**config.mk**
```make
export PLATFORM = sky130hd
export DESIGN_NAME = seq_mul
export DESIGN_NICKNAME = d
export VERILOG_FILES = /design/src/rtl/seq_mul_pkg.sv /design/src/rtl/seq_mul.sv
export SDC_FILE = /design/constraint.sdc
export NUM_CORES = 1
export LEC_CHECK = 0
export ABC_AREA = 1
export CAP_MARGIN = 20
export CELL_PAD_IN_SITES_DETAIL_PLACEMENT = 0
export CELL_PAD_IN_SITES_GLOBAL_PLACEMENT = 1
export CORE_AREA = 10 10 110 112
export CTS_CLUSTER_DIAMETER = 30
export CTS_CLUSTER_SIZE = 10
export DETAILED_ROUTE_END_ITERATION = 16
export DIE_AREA = 0 0 120 122
export GPL_ROUTABILITY_DRIVEN = 0
export PLACE_DENSITY_LB_ADDON = 0.1
export SLEW_MARGIN = 20
export SYNTH_ARGS = -nofsm -noshare
export SYNTH_HDL_FRONTEND = slang
export SYNTH_SLANG_ARGS = --single-unit
```
**constraint.sdc**
```tcl
create_clock -name clk -period 1.8 [get_ports clk]
set_input_delay 0.36 -clock clk [delete_from_list [all_inputs] [get_ports clk]]
set_output_delay 0.36 -clock clk [all_outputs]
set_load 0.01 [all_outputs]
```
**src/rtl/seq_mul_pkg.sv**
```systemverilog
// ============================================================================
// seq_mul_pkg : shared state encoding and operand helpers for seq_mul
// Revision    : 1.0
// ============================================================================
`default_nettype none

package seq_mul_pkg;

    typedef enum logic [1:0] {
        IDLE = 2'd0,
        RUN  = 2'd1,
        FIN  = 2'd2
    } state_t;

    localparam int MAX_W = 64;

    // Counter width able to hold WIDTH-1, never narrower than one bit.
    function automatic int cnt_width(input int w);
        return (w < 2) ? 1 : $clog2(w);
    endfunction

    // Operand magnitude for a width-bit value held in the low bits of x.
    function automatic logic [MAX_W-1:0] abs_w(input logic [MAX_W-1:0] x,
                                               input logic signed_mode,
                                               input int width);
        logic [MAX_W-1:0] mask;
        mask = (width >= MAX_W) ? '1 : ((64'd1 << width) - 64'd1);
        if (signed_mode && x[width-1])
            return (~x + 64'd1) & mask;
        return x & mask;
    endfunction

endpackage

`default_nettype wire

```
**src/rtl/seq_mul.sv**
```systemverilog
// ============================================================================
// seq_mul : sequential shift-add multiplier, start/busy/done handshake
// Revision : 1.0
// ============================================================================
`default_nettype none

module seq_mul
    import seq_mul_pkg::*;
#(
    parameter int WIDTH      = 8,
    parameter bit EARLY_EXIT = 1'b0
) (
    input  logic                 clk,
    input  logic                 rst_n,
    input  logic                 start,
    input  logic                 signed_mode,
    input  logic [WIDTH-1:0]     a,
    input  logic [WIDTH-1:0]     b,
    output logic                 busy,
    output logic                 done,
    output logic [2*WIDTH-1:0]   product
);

    localparam int CNT_W = cnt_width(WIDTH);

    state_t               r_state;
    logic                 r_neg;
    logic [2*WIDTH-1:0]   r_mcand;
    logic [2*WIDTH-1:0]   r_acc;
    logic [WIDTH-1:0]     r_mplier;
    logic [CNT_W-1:0]     r_cnt;

    logic [WIDTH-1:0]     w_abs_a;
    logic [WIDTH-1:0]     w_abs_b;
    logic                 w_last;

    assign w_abs_a = WIDTH'(abs_w(64'(a), signed_mode, WIDTH));
    assign w_abs_b = WIDTH'(abs_w(64'(b), signed_mode, WIDTH));

    // Last iteration: fixed count reached, or no multiplier bits left to add.
    assign w_last = (r_cnt == CNT_W'(WIDTH - 1)) ||
                    (EARLY_EXIT && (r_mplier[WIDTH-1:1] == '0));

    always_ff @(posedge clk or negedge rst_n) begin
        if (!rst_n) begin
            r_state  <= IDLE;
            r_neg    <= 1'b0;
            r_mcand  <= '0;
            r_acc    <= '0;
            r_mplier <= '0;
            r_cnt    <= '0;
            busy     <= 1'b0;
            done     <= 1'b0;
            product  <= '0;
        end else begin
            done <= 1'b0;
            case (r_state)
                IDLE: begin
                    if (start) begin
                        r_neg    <= signed_mode & (a[WIDTH-1] ^ b[WIDTH-1]);
                        r_mcand  <= {{WIDTH{1'b0}}, w_abs_a};
                        r_mplier <= w_abs_b;
                        r_acc    <= '0;
                        r_cnt    <= '0;
                        busy     <= 1'b1;
                        r_state  <= RUN;
                    end
                end
                RUN: begin
                    if (r_mplier[0])
                        r_acc <= r_acc + r_mcand;
                    r_mcand  <= r_mcand << 1;
                    r_mplier <= r_mplier >> 1;
                    r_cnt    <= r_cnt + CNT_W'(1);
                    if (w_last)
                        r_state <= FIN;
                end
                FIN: begin
                    product <= r_neg ? (~r_acc + 1'b1) : r_acc;
                    done    <= 1'b1;
                    busy    <= 1'b0;
                    r_state <= IDLE;
                end
                default: begin
                    busy    <= 1'b0;
                    r_state <= IDLE;
                end
            endcase
        end
    end

endmodule

`default_nettype wire

```
==> flow_metrics.tcl, run 1 <==
set metrics [dict create \
    drt-wirelength-per-cell_um 13.4 \
    yosysTopAreaCellShare_pct 39.6 \
    yosysMostFrequentCell "nand2_1" \
    dp.cells 733 \
    cp_slowest_cell "dfrtp_1" \
    synthFlopType "dfrtp_1" \
    first_iter_violations 146 \
    cts_buffers 9 \
    yosysTopAreaCell "dfrtp_1" \
    syn_avg_cell_area_um2 7.36 \
    nets 650 \
    path_max_fanout 4 \
    max_clock_freq_mhz 595 \
    power.density_nw_per_um2 1540 \
    grt-ovfl-total 0 \
    grt_pass1_wl_mm 17.2 \
    cp-start-kind "flop" \
    synthTopCellsByCount "169 x nand2_1, 79 x inv_1, 64 x dfrtp_1" \
    finalSetupTns_ns 0 \
    grt_max_degree 30 \
    hp-class "reg -> reg" \
    io_buffers 37 \
    synth_seq_area_share_pct 39.6 \
    cts-root-buf "clkbuf_8" \
    drt-pass1-iter-count 4 \
    ys_warn_count 0 \
    drive_above_1_share_pct 10.6 \
    arrival_ns 1.90 \
    core_um2 10000 \
    finalMaxSlewViolations 0 \
    stdcell_count 749 \
    numClockSinks 64 \
    drt-total-wl_mm 10.0 \
    n_antenna_cell 0 \
    status "completed" \
    yosys-top-cells-area "dfrtp_1 40%, nand2_1 16%, inv_1 7.3%" \
    path_delay_family "adder cells" \
    ir_drop_uv 610 \
    initial_core_util_pct 40.3 \
    tightestPinTransition_ns 0.598 \
    finalSetupViolCount 0 \
    viasPerCell 4.83 \
    cp_num_buf_inv 2 \
    hold_viol 0 \
    cpPeakStageDelay_ns 0.37 \
    drcViolationCount 0 \
    syn_area_um2 4050 \
    io_pins 38 \
    crit_top_cell "nand3_1" \
    multi_input_area_um2 2100 \
    cts_tree "done" \
    synth_edf_count 0 \
    max-slew-margin-rel_pct 60.1 \
    crit_path_end_kind "flop" \
    htree_levels 3 \
    grt_use_total_pct 14.3 \
    area.growth.synth_to_final_pct 22.5 \
    path_clk_slew_ns 0.07 \
    p_leak_nw 2.58 \
    synth_nets 591 \
    ant_nets 0 \
    async_reset_ff_share_pct 100 \
    grt_pass1_vias 3555 \
    hpwlAfterDp_mm 7.94 \
    num-fill-cells 1054 \
    worst-endpoint-required_ns 2.02 \
    clock_latency_ns 0.33 \
    num_vias 3620 \
    fin_crit_sh_pct 93.4 \
    worstSetupPathType "reg -> reg" \
    register_area_um2 1600 \
    synth_cell_type_count 39 \
    syn_inst 550 \
    skew_ns 0.00711 \
    grt_antenna_before_repair 0 \
    synth-seq-cells 64 \
    post_cts_buffers 0 \
    drv_cap 0 \
    path_cells "ha_2 -> inv_1 -> fa_1 -> inv_2 -> nand3_1 -> nand3_2 -> nand3_2 -> nand3_1 -> nand2_1 -> nand3_1 -> nand2_1" \
    max-clock-path-buffers 2 \
    num_rows 37 \
    placed_area_um2 4700 \
    finalCriticalPeriod_ns 1.68 \
    dieArea_um2 14600 \
    die_y_um 122 \
    stdcell_area_um2 4960 \
    die_w_um 120 \
]
final timing paths:
| check | depth (start not counted) | slack, ns | start | endpoint |
|---|---|---|---|---|
| worst max-delay path | 11 | 0.12 | r_mcand[0] | r_acc[12] |
| worst min-delay path | 2 | 0.48 | product[11] | product[11] |
| worst max register to register | 11 | 0.12 | r_mcand[0] | r_acc[12] |
| worst min register to register | 2 | 0.48 | product[11] | product[11] |
| max in group asynchronous | 3 | 0.77 | rst_n | r_mcand[8] |
| min in group asynchronous | 2 | 0.50 | rst_n | product[2] |
kinds of logic after synthesis:
logic type | Yosys count | share of synthesized area (%)
compound gates | 88 | 12.6
fa+ha+maj | 21 | 6.68
buf+inv | 96 | 9.49
simple gates | 267 | 28.7
flops | 64 | 39.6
xor+xnor | 14 | 3.03
what timing repair did:
item                                    CTS  global route
hold buffers                              1             0
hold endpoints to repair                 17             0
endpoints found under the setup margin    0            10
resized for setup                         0            10
metrics by stage:
step	hold slack, ns	setup slack (ns)	util (%)	total power [mW]
after global placement	0.339	0.0862	46.8	6.31
after floorplan	0.0644	0.204	-	5.03
after global routing	0.498	-0.00940	49.3	8.46
after detailed placement	0.342	0.0378	46.8	6.37
after CTS	0.484	0.0311	48.9	7.68
final	0.476	0.118	49.3	7.63
state kept, by name, summed over array words and instances (netlist names):
name      count
r_cnt         3
busy          1
product      16
r_mcand      16
r_neg         1
r_mplier      8
r_acc        16
done          1
r_state       2
final cells by class:
| cell class | instances | share of cell area (%) |
|---|---|---|
| clock buffer | 12 | 3.33 |
| clock inverter | 3 | 0.808 |
| inverter | 85 | 6.44 |
| multi-input combinational | 390 | 42.4 |
| sequential | 64 | 32.3 |
| tap | 136 | 3.43 |
| timing repair buffer | 59 | 11.3 |
placed cells by master, fill, tap and decap left out, types with 3 or more instances in the layout:
| cell | n |
|---|---|
| nand2_1 | 167 |
| inv_1 | 78 |
| dfrtp_1 | 64 |
| nand3_1 | 40 |
| clkdlybuf4s50_1 | 36 |
| o21ai_0 | 32 |
| nor2_1 | 30 |
| buf_4 | 19 |
| ha_1 | 17 |
| a21oi_1 | 15 |
| o21ai_1 | 13 |
| xor2_1 | 13 |
| clkbuf_8 | 12 |
| a22oi_1 | 11 |
| o22ai_1 | 10 |
| inv_2 | 7 |
| nor3_1 | 6 |
| nand3_2 | 5 |
| nand2_2 | 3 |
| nor2_4 | 3 |
| nand3b_1 | 3 |
tightest hold or removal path, cell delays in order (launching register included):
cell and delay, ns:
dfrtp_1 0.34, nand2_1 0.05, nand2_1 0.05
power by group:
group | switching (mW) | leakage, nW | internal (mW)
Clock | 0.548 | 0.108 | 0.741
Sequential | 0.424 | 0.838 | 1.97
Combinational | 2.32 | 1.64 | 1.63
layer usage:
layer | global-route usage, % | wire length [um] | vias to the layer above
met5 | 0 | 0 | -
met4 | 4.22 | 91 | 0
met3 | 2.96 | 472 | 10
met2 | 24.2 | 4760 | 46
met1 | 18.0 | 4700 | 1671
li1 | - | - | 1893
No activity file was read; power rests on OpenSTA's default activity.
==> inputs of run 2 (changes only) <==
Settings changed: CTS_CLUSTER_DIAMETER 30 to default.
==> results of run 2 <==
Same layout as run 1: the final DEF is identical, and so are final timing and power.
